[src/rtl/div_unit.sv]
// rtl/div_unit.sv - 32-bit RISC-V DIV/DIVU/REM/REMU iterative divider
//
// Purpose: restoring shift-subtract divider, one quotient bit per cycle.
//   It runs through 32 CALC cycles and then one FIX cycle that applies the
//   sign correction and the RISC-V divide-by-zero and overflow results.
// Optional feature: define DIV_EARLY_OUT_EN so that divisor-zero and signed
//   overflow finish straight from IDLE (1-cycle latency).
//
// Ports:
//   CLK    in   1  clock, rising edge
//   RESET  in   1  synchronous active-high reset
//   START  in   1  request strobe, sampled only in IDLE
//   OP     in   2  00 DIV, 01 DIVU, 10 REM, 11 REMU
//   DATA1  in  32  dividend
//   DATA2  in  32  divisor
//   BUSY   out  1  high in CALC and FIX
//   DONE   out  1  one-cycle pulse, RESULT valid
//   RESULT out 32  registered quotient or remainder
module div_unit (
  input  logic        CLK,
  input  logic        RESET,
  input  logic        START,
  input  logic [1:0]  OP,
  input  logic [31:0] DATA1,
  input  logic [31:0] DATA2,
  output logic        BUSY,
  output logic        DONE,
  output logic [31:0] RESULT
);

  typedef enum logic [1:0] {
    S_IDLE = 2'd0,
    S_CALC = 2'd1,
    S_FIX  = 2'd2,
    S_DONE = 2'd3
  } state_e;

  state_e      state_q, state_d;
  logic [4:0]  cnt_q, cnt_d;
  logic [63:0] rq_q, rq_d;        // {remainder, quotient}
  logic [31:0] div_q, div_d;      // divisor magnitude
  logic [1:0]  op_q, op_d;
  logic        neg_quo_q, neg_quo_d;
  logic        neg_rem_q, neg_rem_d;
  logic        dz_q, dz_d;
  logic        ovf_q, ovf_d;
  logic [31:0] result_q, result_d;

  // Operand preparation at START
  logic        signed_op;
  logic        sign1, sign2;
  logic [31:0] abs1, abs2;
  logic        dz_in, ovf_in;

  assign signed_op = ~OP[0];
  assign sign1     = signed_op & DATA1[31];
  assign sign2     = signed_op & DATA2[31];
  assign abs1      = sign1 ? (32'd0 - DATA1) : DATA1;
  assign abs2      = sign2 ? (32'd0 - DATA2) : DATA2;
  assign dz_in     = (DATA2 == 32'd0);
  assign ovf_in    = signed_op & (DATA1 == 32'h8000_0000) & (DATA2 == 32'hFFFF_FFFF);

`ifdef DIV_EARLY_OUT_EN
  logic [31:0] early_res;
  assign early_res = dz_in ? (OP[1] ? DATA1 : 32'hFFFF_FFFF)
                           : (OP[1] ? 32'd0 : 32'h8000_0000);
`endif

  // One restoring step. The shifted partial remainder is 33 bits wide
  // because the remainder can exceed 2^31 when the divisor is above 2^31.
  // When the subtraction succeeds the true difference is below the divisor,
  // so its low 32 bits are exact.
  logic        ge;
  logic [31:0] diff;
  logic [63:0] rq_step;

  assign ge      = (rq_q[63:31] >= {1'b0, div_q});
  assign diff    = rq_q[62:31] - div_q;
  assign rq_step = ge ? {diff, rq_q[30:0], 1'b1} : {rq_q[62:0], 1'b0};

  // Sign correction and special-case overrides
  logic [31:0] quo_s, rem_s, fix_res;

  assign quo_s = neg_quo_q ? (32'd0 - rq_q[31:0])  : rq_q[31:0];
  assign rem_s = neg_rem_q ? (32'd0 - rq_q[63:32]) : rq_q[63:32];

  always_comb begin
    fix_res = op_q[1] ? rem_s : quo_s;
    if (dz_q) begin
      // rem_s restores the original dividend: |a| with the sign of a
      fix_res = op_q[1] ? rem_s : 32'hFFFF_FFFF;
    end else if (ovf_q) begin
      fix_res = op_q[1] ? 32'd0 : 32'h8000_0000;
    end
  end

  always_ff @(posedge CLK) begin
    if (RESET) begin
      state_q   <= S_IDLE;
      cnt_q     <= 5'd0;
      rq_q      <= 64'd0;
      div_q     <= 32'd0;
      op_q      <= 2'd0;
      neg_quo_q <= 1'b0;
      neg_rem_q <= 1'b0;
      dz_q      <= 1'b0;
      ovf_q     <= 1'b0;
      result_q  <= 32'd0;
    end else begin
      state_q   <= state_d;
      cnt_q     <= cnt_d;
      rq_q      <= rq_d;
      div_q     <= div_d;
      op_q      <= op_d;
      neg_quo_q <= neg_quo_d;
      neg_rem_q <= neg_rem_d;
      dz_q      <= dz_d;
      ovf_q     <= ovf_d;
      result_q  <= result_d;
    end
  end

  always_comb begin
    state_d   = state_q;
    cnt_d     = cnt_q;
    rq_d      = rq_q;
    div_d     = div_q;
    op_d      = op_q;
    neg_quo_d = neg_quo_q;
    neg_rem_d = neg_rem_q;
    dz_d      = dz_q;
    ovf_d     = ovf_q;
    result_d  = result_q;
    BUSY      = 1'b0;
    DONE      = 1'b0;

    case (state_q)
      S_IDLE: begin
        if (START) begin
          op_d      = OP;
          div_d     = abs2;
          rq_d      = {32'd0, abs1};
          neg_quo_d = sign1 ^ sign2;
          neg_rem_d = sign1;
          dz_d      = dz_in;
          ovf_d     = ovf_in;
          cnt_d     = 5'd0;
          state_d   = S_CALC;
`ifdef DIV_EARLY_OUT_EN
          if (dz_in || ovf_in) begin
            result_d = early_res;
            state_d  = S_DONE;
          end
`endif
        end
      end
      S_CALC: begin
        BUSY  = 1'b1;
        rq_d  = rq_step;
        cnt_d = cnt_q + 5'd1;      // wraps 31 -> 0 on the last step
        if (cnt_q == 5'd31) begin
          state_d = S_FIX;
        end
      end
      S_FIX: begin
        BUSY     = 1'b1;
        result_d = fix_res;
        state_d  = S_DONE;
      end
      S_DONE: begin
        DONE    = 1'b1;
        state_d = S_IDLE;
      end
      default: state_d = S_IDLE;
    endcase
  end

  assign RESULT = result_q;

endmodule

[config.mk]
export PLATFORM = sky130hd
export DESIGN_NAME = div_unit
export DESIGN_NICKNAME = d
export VERILOG_FILES = /design/src/rtl/div_unit.sv
export SDC_FILE = /design/constraint.sdc
export NUM_CORES = 1
export LEC_CHECK = 0
export BUFFER_PORTS_ARGS = -buffer_cell sky130_fd_sc_hd__buf_2
export CAP_MARGIN = 25
export CORE_AREA = 2 2 147 163
export CTS_CLUSTER_DIAMETER = 100
export DETAILED_ROUTE_END_ITERATION = 10
export DIE_AREA = 0 0 149 165
export PLACE_DENSITY = 0.6
export SYNTH_ARGS = -nofsm -noshare
export SYNTH_HDL_FRONTEND = slang
export SYNTH_SLANG_ARGS = --single-unit
export TNS_END_PERCENT = 10
[constraint.sdc]
create_clock -name CLK -period 3.31 [get_ports CLK]
set_input_delay 0.662 -clock CLK [delete_from_list [all_inputs] [get_ports CLK]]
set_output_delay 0.662 -clock CLK [all_outputs]
set_load 0.05 [all_outputs]
==> reports/results.ini <==
[sta]
grt_setup_unrepaired=no
max-slew-margin-rel=0.373
fin_crit_sh=0.934
fin_worst_skew_ps=9.65
fmax_ghz=0.323
setup_tns_ps=0
tightest_slew_ps=938
final-hold-violation-count=0
period_minus_slack_ps=3090
final_max_slew_viol_count=0
finalSetupViolations=0

[clock_tree]
ctsRootBufferMaster=clkbuf_16
postCtsSetupRepairBufs=0
clkTransAtPathRegs_ps=60
tritoncts=yes
clk_latency_ps=430
htreeDepth=4
clockBufferDepth=2
numCtsBuffers=17
cts_sinks=140

[placed_design]
routabilityCongestion=0.943
place_area_um2=11100
place_inst=1743
io_buffer_count=102
hpwl_um=23200

[routing]
dr_total_vias=10200
wl_per_cell_um=17.0
ant_nets=0
viasPerCell=5.73
firstDrtPassIters=5
drc=0
first_iter_violations=642
wirelength_um=30200

[finish]
num-nets-final=1576
area_delta_synth_final_pct=14.4
fin_area_um2=11600
drive_gt1_frac=0.142
multi_input_area_um2=6800
num_antenna_cells=0
register_area_um2=2800
nFillCells=2327
stdcell_count=1776
post-route-util=0.511

[logic_synthesis]
synth.most_common_cell=nand2_1
netlist.top_cell.by_area=dfxtp_1
synth_edf_count=0
synth_area_um2=10200
synthFlopType=dfxtp_1
async_flop_share=0
yosysSeqAreaShare=0.275
ys_top_cells_by_area=dfxtp_1, nand2_1, xor2_1, a21oi_1, o21ai_0
synth_common_cells=nand2_1, a21oi_1, dfxtp_1
synth.avg_cell_area_um2=7.39
synthCells=1378
ys_warn_count=0
yosys.cell_types.count=71
syn_nets=1491
ys_ff_latch=140
synth_top_area_frac=0.275

[setup_path]
cp_slowest_stage_delay_ps=520
critPathArrivalTime_ps=3370
worst_path_max_delay_cell=o21ai_0
crit_path_frequent_cell=o21ai_0
crit_chain=inv_1 > ha_1 > nor2b_1 > o21ai_0 > o21ai_0 > a21oi_1 > o21ai_1 > a31oi_4 > buf_12 > a32oi_1 > o21ai_0
worstPathMaxFanout=31
required_ps=3590
start_kind=flop
crit_type=reg2reg
cp-end-kind=flop

[floorplanning]
core_um2=22800
dieArea_um2=24600
ios=103
die_width_um=149
rows=58
start_util=0.447
die_height_um=165

[grt]
antenna_found_initial=0
grt_max_degree=71
gr-usage-all-layers=0.248
grt_pass1_vias=9251
gr-total-overflow=0
grt_pass1_wl_um=48700

[pwr]
finalPower_w=0.00841
power_density_nw_per_um2=722
p_leak_nw=4.78
vdd_drop_max_uv=695

[worst_hold_path]
hp-class=reg2reg

[job]
maxCapViolations=0

[outcome]
outcome=finished, final reports clean

-- layout by cell type (no fill, tap or decap), drive strengths merged, types with 16 or more instances in the layout --
cell    netlist  routed
nand2       200     200
buf          10     148
a21oi       143     143
dfxtp       140     140
o21ai       132     132
nor2        107     107
xor2         82      82
xnor2        62      62
inv          59      62
ha           43      43
nor3         30      30
a211oi       24      24
o31ai        24      24
clkbuf       71      20
nand4        17      17
a21o         16      16
-- repair_timing --
action | 4_1_cts | 5_1_grt
endpoints found under the setup margin | 0 | 1
hold buffers | 0 | 0
resized for setup | 0 | 1
-- per-stage QoR --
stage | hold slack [ps] | setup slack [ps]
2_1_floorplan | 432 | 424
3_3_place_gp | 430 | 210
3_5_place_dp | 445 | 158
4_1_cts | 453 | 175
5_1_grt | 471 | 60.6
6_report | 451 | 218
-- power by group --
part	switching (W)	internal (W)	leakage, nW
clock network	0.000793	0.00104	0.261
logic	0.00265	0.00146	3.38
registers	0.000398	0.00206	1.14
total	0.00384	0.00456	4.78
-- critical path: cells and delay by family, from the launching register on --
| family | cells | cell delay, ps |
|---|---|---|
| fa+ha+maj | 1 | 300 |
| simple gates | 1 | 120 |
| buf+inv | 2 | 320 |
| compound gates | 7 | 1860 |
| flops | 1 | 330 |
-- registers in the layout (all words and copies together), names as in the netlist --
| name | flops |
|---|---|
| RESULT | 32 |
| cnt_q | 5 |
| neg_rem_q | 1 |
| dz_q | 1 |
| state_q | 2 |
| neg_quo_q | 1 |
| ovf_q | 1 |
| div_q | 32 |
| op_q | 1 |
| rq_q | 64 |
-- worst paths after layout --
kind	cells past startpoint	endpoint	from	slack (ps)
worst max-delay path	11	rq_q[47]	div_q[1]	220
worst min-delay path	2	RESULT[29]	RESULT[29]	450
worst max register to register	11	rq_q[47]	div_q[1]	220
worst min register to register	2	RESULT[29]	RESULT[29]	450
-- routing by layer --
| metal | track usage | part of all wire |
|---|---|---|
| met5 | 0 | 0 |
| met4 | 0.0563 | 0.015 |
| met3 | 0.0390 | 0.041 |
| met2 | 0.405 | 0.46 |
| met1 | 0.346 | 0.48 |
-- layout make-up --
type	instances	share of cell area
Clock inverter	12	0.00989
Tap cell	300	0.0322
Timing Repair Buffer	148	0.0765
Inverter	59	0.0190
Multi-Input combinational cell	1097	0.584
Clock buffer	20	0.0375
Sequential cell	140	0.241
-- logic make-up (layout without fill, tap and decap cells) --
group,count (synthesis),in the layout,synth area share
buffers and inverters,141,239,0.0591
adders and majority gates,44,44,0.0548
and+or+nand+nor,455,455,0.209
AOI/OAI and AO/OA,443,443,0.267
xor gates and xnor gates,144,144,0.124
muxes,11,11,0.0108
DFF,140,140,0.275
Power figures use the tool's default switching activity.
